**config.mk**
```make
export PLATFORM = sky130hd
export DESIGN_NAME = instr_sequencer
export DESIGN_NICKNAME = d
export VERILOG_FILES = /design/src/rtl/instr_sequencer.sv
export SDC_FILE = /design/constraint.sdc
export NUM_CORES = 1
export LEC_CHECK = 0
export CAP_MARGIN = 30
export CELL_PAD_IN_SITES_DETAIL_PLACEMENT = 1
export CELL_PAD_IN_SITES_GLOBAL_PLACEMENT = 2
export CORE_ASPECT_RATIO = 0.5
export CORE_MARGIN = 2
export CORE_UTILIZATION = 31
export CTS_BUF_LIST = sky130_fd_sc_hd__clkbuf_2 sky130_fd_sc_hd__clkbuf_4 sky130_fd_sc_hd__clkbuf_8
export DETAILED_ROUTE_END_ITERATION = 10
export PLACE_DENSITY_LB_ADDON = 0.1
export SYNTH_ARGS = -nofsm -noshare
export SYNTH_HDL_FRONTEND = slang
export SYNTH_SLANG_ARGS = --single-unit
```
**constraint.sdc**
```tcl
create_clock -name clk -period 1.7 [get_ports clk]
set_clock_uncertainty 0.2 [all_clocks]
set_input_delay 0.34 -clock clk [delete_from_list [all_inputs] [get_ports clk]]
set_output_delay 0.34 -clock clk [all_outputs]
set_load 0.01 [all_outputs]
```
**src/rtl/instr_sequencer.sv**
```systemverilog
// ---------------------------------------------------------------------------
// instr_sequencer
//
// Instruction fetch/execute sequencer. It fetches an opcode byte, then zero
// or more operand bytes depending on the opcode class, issues a one-cycle
// execute strobe, and either loops back to fetch or parks in HALT.
//
// Parameters
//   DATA_WIDTH  width of an instruction/operand byte (>= 8)
//   T_WIDTH     width of the T-state counter (saturating)
//   OPND_MAX    operand bytes carried by a SYS opcode with bit 5 set (1..4)
//
// Ports
//   clk         rising-edge clock
//   reset       asynchronous, active-high reset
//   data_in     byte returned by memory for the current fetch
//   mem_ready   data_in is valid this cycle
//   hlt         halt request, honoured only in the execute cycle / in HALT
//   resume      leave HALT (ignored while hlt is also high)
//   fetch_req   a byte is wanted at the PC address (FETCH and OPND)
//   pc_inr      PC increment strobe, high exactly in byte-accept cycles
//   ir_out      latched opcode
//   opnd_out    latched operands, operand 0 in the least significant byte
//   exec_valid  one-cycle execute strobe
//   t_state     cycle count within the current instruction
//   halted      sequencer is in HALT
// ---------------------------------------------------------------------------
module instr_sequencer #(
  parameter int DATA_WIDTH = 8,
  parameter int T_WIDTH    = 3,
  parameter int OPND_MAX   = 2
) (
  input  logic                           clk,
  input  logic                           reset,
  input  logic [DATA_WIDTH-1:0]          data_in,
  input  logic                           mem_ready,
  input  logic                           hlt,
  input  logic                           resume,
  output logic                           fetch_req,
  output logic                           pc_inr,
  output logic [DATA_WIDTH-1:0]          ir_out,
  output logic [OPND_MAX*DATA_WIDTH-1:0] opnd_out,
  output logic                           exec_valid,
  output logic [T_WIDTH-1:0]             t_state,
  output logic                           halted
);

  // Operand count and operand index both need to hold 0..OPND_MAX.
  localparam int CNT_W = $clog2(OPND_MAX + 1);
  localparam logic [T_WIDTH-1:0] T_MAX = {T_WIDTH{1'b1}};

  typedef enum logic [2:0] {
    S_START = 3'd0,
    S_FETCH = 3'd1,
    S_OPND  = 3'd2,
    S_EXEC  = 3'd3,
    S_HALT  = 3'd4
  } state_t;

  state_t                           r_state;
  state_t                           w_next;
  logic                             w_accept;
  logic                             w_last_opnd;
  logic [T_WIDTH-1:0]               w_t_next;
  logic [DATA_WIDTH-1:0]            r_ir;
  logic [OPND_MAX*DATA_WIDTH-1:0]   r_opnd;
  logic [CNT_W-1:0]                 r_opnd_n;
  logic [CNT_W-1:0]                 r_opnd_idx;
  logic [T_WIDTH-1:0]               r_t;

  // Operand count from the opcode class in bits [7:6]; only SYS with bit 5
  // set carries operands beyond the single MVI immediate.
  function automatic logic [CNT_W-1:0] f_opnd_count(input logic [7:0] op);
    logic [CNT_W-1:0] n;
    n = '0;
    case (op[7:6])
      2'b01:   n = CNT_W'(1);
      2'b11:   n = op[5] ? CNT_W'(OPND_MAX) : '0;
      default: n = '0;
    endcase
    return n;
  endfunction

  // Saturating increment: the T-state counter sticks at its maximum.
  function automatic logic [T_WIDTH-1:0] f_sat_inc(input logic [T_WIDTH-1:0] t);
    return (t == T_MAX) ? T_MAX : t + T_WIDTH'(1);
  endfunction

  // The last operand is the one whose index is N-1; only meaningful in OPND,
  // where N is known to be at least 1.
  assign w_last_opnd = (r_opnd_idx == (r_opnd_n - CNT_W'(1)));

  // -------------------------------------------------------------------------
  // State register
  // -------------------------------------------------------------------------
  always_ff @(posedge clk or posedge reset) begin
    if (reset) begin
      r_state <= S_START;
    end else begin
      r_state <= w_next;
    end
  end

  // -------------------------------------------------------------------------
  // Next state and state-decoded outputs. Outputs depend on r_state only
  // (plus mem_ready for the accept strobe), so an asynchronous reset forcing
  // S_START drops them at once without waiting for a clock edge.
  // -------------------------------------------------------------------------
  always_comb begin
    w_next     = r_state;
    fetch_req  = 1'b0;
    pc_inr     = 1'b0;
    exec_valid = 1'b0;
    halted     = 1'b0;
    w_accept   = 1'b0;

    case (r_state)
      S_START: begin
        w_next = S_FETCH;
      end

      S_FETCH: begin
        fetch_req = 1'b1;
        if (mem_ready) begin
          w_accept = 1'b1;
          pc_inr   = 1'b1;
          w_next   = (f_opnd_count(data_in[7:0]) == '0) ? S_EXEC : S_OPND;
        end
      end

      S_OPND: begin
        fetch_req = 1'b1;
        if (mem_ready) begin
          w_accept = 1'b1;
          pc_inr   = 1'b1;
          if (w_last_opnd) begin
            w_next = S_EXEC;
          end
        end
      end

      // hlt is only looked at here, so an instruction already being fetched
      // always runs to completion.
      S_EXEC: begin
        exec_valid = 1'b1;
        if (hlt || (r_ir[7:0] == 8'hFF)) begin
          w_next = S_HALT;
        end else begin
          w_next = S_FETCH;
        end
      end

      // hlt wins over resume so a held halt request keeps the core parked.
      S_HALT: begin
        halted = 1'b1;
        if (resume && !hlt) begin
          w_next = S_FETCH;
        end
      end

      default: begin
        w_next = S_START;
      end
    endcase
  end

  // T-state: zero on entering FETCH from outside the instruction, counts
  // through FETCH/OPND/EXEC including wait cycles, zero in START and HALT.
  always_comb begin
    w_t_next = '0;
    case (w_next)
      S_FETCH: w_t_next = (r_state == S_FETCH) ? f_sat_inc(r_t) : '0;
      S_OPND,
      S_EXEC:  w_t_next = f_sat_inc(r_t);
      default: w_t_next = '0;
    endcase
  end

  // -------------------------------------------------------------------------
  // Instruction / operand latches and T-state counter
  // -------------------------------------------------------------------------
  always_ff @(posedge clk or posedge reset) begin
    if (reset) begin
      r_ir       <= '0;
      r_opnd     <= '0;
      r_opnd_n   <= '0;
      r_opnd_idx <= '0;
      r_t        <= '0;
    end else begin
      r_t <= w_t_next;
      if (w_accept && (r_state == S_FETCH)) begin
        // A new opcode invalidates whatever operands the previous
        // instruction left behind.
        r_ir       <= data_in;
        r_opnd     <= '0;
        r_opnd_n   <= f_opnd_count(data_in[7:0]);
        r_opnd_idx <= '0;
      end else if (w_accept && (r_state == S_OPND)) begin
        for (int k = 0; k < OPND_MAX; k++) begin
          if (k == int'(r_opnd_idx)) begin
            r_opnd[k*DATA_WIDTH +: DATA_WIDTH] <= data_in;
          end
        end
        r_opnd_idx <= r_opnd_idx + CNT_W'(1);
      end
    end
  end

  assign ir_out   = r_ir;
  assign opnd_out = r_opnd;
  assign t_state  = r_t;

endmodule

```
### Word-level counts from Yosys, hierarchy flattened

Cells that the tools add are included.
W data, S select, Z words.

* add/sub/neg operators: 3
* eq/ne operators: 13
* muxes and demuxes: 25
* reductions and logical operators: 15

Operator list (count)
* $mux W16: 2
* $mux W3: 7
* $mux W8: 2
* $pmux W3 S5: 1
* $eq A3 B2 Y1 const B: 4
* $mux W2: 5
* $eq A8 B8 Y1 const B: 1
* $eq A3 B1 Y1 const B: 2
* $eq A3 B3 Y1 const B: 2
* $mux W1: 6
* $pmux W3 S2: 1
* $reduce_bool A2 Y1: 3
* $logic_not A2 Y1: 2
* $pmux W2 S2: 1
* $reduce_and A2 Y1: 2
* $reduce_or A2 Y1: 2
* $add A3 B1 Y3 const B: 1
* $logic_and A1 B1 Y1: 3
* $logic_not A3 Y1: 1
* $add A2 B1 Y2 const B: 1
* $eq A2 B1 Y1 const B: 1
* $eq A2 B2 Y1: 1
* $eq A2 B2 Y1 const A: 1
* $eq A2 B2 Y1 const B: 1
* 3 further kinds: 3

* register bits after elaboration: 34
* input port bits: 13
* output and inout port bits: 31
* logic and storage cells: 63

### Logic depth before layout (Yosys ltp)

* depth in word-level cells: 11
* gate-level depth with buffers: 5
* depth with buffers taken out: 5

### Worst setup path before layout

OpenSTA, ideal clock, no wires.

* path type: register to output
* start: register r_state[0]
* end: output port pc_inr
* arrival time: 1.075 ns
* slack: 0.085 ns
* cell stages (with the launch flop): 5
* buffers on the path: 1
* cell sequence: dfrtp_1 > buf_6 > nand2b_1 > a21o_1 > nor2_1

* word-level cells in the longest chain between the ends: 3
* elaborated cells on any way between the ends: 4
* those cells by class: eq/ne: 2; mux: 1; reduce/logical: 1

Ends and longest elaborated chain
* from (decl): line 60 `state_t r_state;`
* from (signal assigned): line 100 `r_state <= w_next;`
* $eq A3 B1 Y1 or $eq A3 B2 Y1 (tied branches): line 117 `case (r_state)`
* $reduce_or A2 Y1 (no source line) (*)
* $mux W1 (*)
* to (decl): line 40 `output logic pc_inr,`

Mark *: on every way between the ends. The rest lies on a longest branch, timed or not.

### Final worst setup path

* start: register r_state[0]
* end: output port exec_valid

* word-level cells in the longest chain between the ends: 2

Ends and longest elaborated chain
* $eq A3 B2 Y1: line 117
* $mux W1: line 117
* to (decl): line 43 `output logic exec_valid,`

No other way between the ends.

==> results.md <==
- Detailed router's first-iteration violation count: 33
- Worst setup EP type: output pin
- GRT overflow: 0
- Clk Latency, worst-skew pair: 290 ps
- Cell depth of the worst setup path: 6
- Placer Congestion: 0.785
- Mapped Nets: 145
- GRT Overall Usage: 0.158
- Worst Path Required: approximately 1200 ps
- Leakage: 0.00125 uW
- Die area: between 5000 and 6000 um^2
- FMAX: 540 MHz
- Distinct cells, synth: 31
- Most used cell along the critical path: buf_6
- Routed WL: 4180 um
- Worst path bufs/invs: 4
- Status: finished, violations left
- Clock buffer depth: 2
- Tcrit/Tclk final: 1.09
- Final worst setup slack: -153 ps
- Vias in the first global route: 1343
- Total vias in the final route: 1287
- Top delay family on crit path: flip-flops
- H-Tree Depth: 2
- Ys async rst share: 1.00
- Reg2reg path depth: 7
- Number of synthesized flops with an enable pin: 0
- Synth Instances: 129
- Maximum net fanout on the critical path: 3
- Power per cell area: 1690 nW/um^2
- Crit start category: flip-flop
- Syn Area/Cell: 12.1 um^2
- Core Footprint: about 4900 um^2
- Register area share after synthesis: 0.545
- Initial core utilization: 0.319
- Largest net degree at the start of global routing: 35
- Clk slew on worst S/H paths: about 70 ps
- Chip Height: approximately 54 um
- Area Overhead vs Synth: 54.5%
- Pwr Total: 4070 uW
- NumNets Final: 222
- Site Rows: 18
- Flop-to-flop setup slack: 10 ps
- Share of cells above drive strength 1: 0.314
- Peak supply drop: 0.718 mV
- Final core utilization: 0.493
- Crit Path Class: reg2out
- Post-DR vias/cell: 4.65
- Post-CTS Hold Fix Bufs: 0
- Total CTS buffers: 5
- CTS tree: built
- Diodes inserted: 0
- Final setup viols: 4
- CP max stage delay: 410 ps
- Hold Fails Final Rpt: 0
- Remaining antenna violation count after routing: 0
- Hold Crit Class: in2async
- Final slew viol count: 0
- Synth warnings: 0
- Main synth FF type: dfrtp_1
- Routed len/inst: around 15 um
- Die width: about 100 um
- Worst-Margin Slew: 259 ps
- Clock root buffer: clkbuf_8
- First-pass GRT wire length: about 6700 um
- Max stage delay cell, worst path: dfrtp_1
- DR pass1 iterations: 4
- Headroom to the max-slew limit: 0.826
- CTS sink cnt: 34
- Number of fill cells in the layout: 551
- Number of I/O pins: 44
- Input/output buffers: 43
- Initial antenna violation count: 0
- Unrepaired setup endpoints after global routing: yes
- Post-synthesis cell area: 1560 um^2
- DPL Wire Length: 3060 um
- Residual DRC: 0
- Critical-path cell list: buf_6 > buf_6 > nand2_2 > or2_1 > inv_1 > buf_2
- Worst Path Arrival: 1310 ps
- Max Cap Violations: 0
- Seq cells post-synth: 34
- Failing checks: setup timing
- Min Tclk post-route: 1850 ps
==> cell type report <==
type,instances,area (um^2),share of cell area
repair buffers,75,664,0.276
clock inverters,2,12.5,0.00519
well taps,70,87.6,0.0363
flip-flops and latches,34,852,0.353
clock buffers,6,82.6,0.0343
multi-input cells,81,678,0.281
inverters,9,33.8,0.0140
==> flip-flops by register name, indices dropped and copies added (netlist names) <==
register / cells
ir_out: 8
r_opnd_n: 2
opnd_out: 16
r_state: 3
r_opnd_idx: 2
t_state: 3
==> logic make-up (layout without fill, tap and decap cells) <==
kind of cell	Yosys count	count (layout)	share of synthesized area
adder cells (fa/ha/maj)	3	3	0.0241
AND/OR/NAND/NOR	34	34	0.127
AO/OA/AOI/OAI	34	34	0.172
multiplexers	9	9	0.0786
buffers and inverters	14	92	0.0473
flip-flops	34	34	0.545
XOR/XNOR	1	1	0.00561
==> final timing paths <==
path,from,to
max in group asynchronous,reset,r_state[1]
setup reg to reg,r_state[0],opnd_out[2]
hold reg to reg,t_state[0],t_state[0]
hold / removal,reset,opnd_out[11]
min in group clk,t_state[0],t_state[0]
setup / recovery,r_state[0],exec_valid
==> worst register-to-register path: stages (launching register included) <==
cell	delay (ps)
dfrtp_1	420
buf_6	140
buf_6	130
nor2b_4	130
a21o_1	140
nand2_2	90
buf_6	140
a22o_1	180
==> what timing repair did <==
item	in CTS	in global routing
gates resized for setup	51	10
cloned	0	0
hold endpoints to repair	0	0
setup endpoints to repair	38	28
setup buffers	3	1
pin swaps	5	3
==> synth_stat cells, drive strengths merged, types with 2 or more instances <==
library cell / count / share of area
nor2b: 3 / 0.022
and3: 2 / 0.0080
o21ai: 5 / 0.016
a22o: 16 / 0.090
mux2: 8 / 0.072
ha: 3 / 0.024
inv: 9 / 0.022
a32o: 2 / 0.013
a21o: 4 / 0.019
nand4: 3 / 0.012
a21oi: 4 / 0.013
dfrtp: 34 / 0.55
nor2: 9 / 0.023
nand2b: 6 / 0.029
buf: 5 / 0.026
nand2: 7 / 0.017
==> report_power, final <==
| part | switching [uW] | total (uW) | internal [uW] |
|---|---|---|---|
| Sequential | 228 | 1340 | 1120 |
| Combinational | 906 | 2080 | 1170 |
| Clock | 319 | 645 | 326 |
==> per-layer routing <==
metal	GRT usage	vias to the layer above	wire, um
met5	0	-	0
met4	0.0473	0	40
met3	0.0460	5	245
met2	0.259	37	1920
met1	0.208	632	1980
li1	-	613	-
==> metrics by stage <==
stage	area [um^2]	hold slack, ps	cells	setup WS, ps	TNS, ps
after floorplan	1560	277	129	84.7	0
after global placement	2270	269	265	-338	-7210
after detailed placement	2270	270	265	-353	-7810
after CTS	2370	218	276	-167	-546
after global routing	2410	263	277	-241	-1530
final	2410	209	277	-153	-504
==> cell usage in the layout, fill, tap and decap left out, types with 2 or more instances in the layout <==
master           synthesis  final
buf_2                    2      4
a22o_1                  16     16
a21o_1                   4      4
ha_1                     3      3
clkbuf_8                 0      6
nand2b_1                 5      3
inv_1                    9      9
nand2_1                  7      4
mux2_4                   6      6
nand2b_4                 1      3
and3_1                   2      2
dfrtp_1                 34     33
o21ai_0                  5      4
buf_4                    1     24
a32o_1                   2      2
nand2_2                  0      3
a21oi_1                  4      4
buf_12                   0      2
nand4_1                  3      3
dlygate4sd2_1            0     27
nor2b_4                  2      3
nor2_4                   0      2
buf_6                    2      6
mux2_2                   2      2
nor2_1                   8      7
clkdlybuf4s50_1          0     12
(Power assumes the default switching activity.)
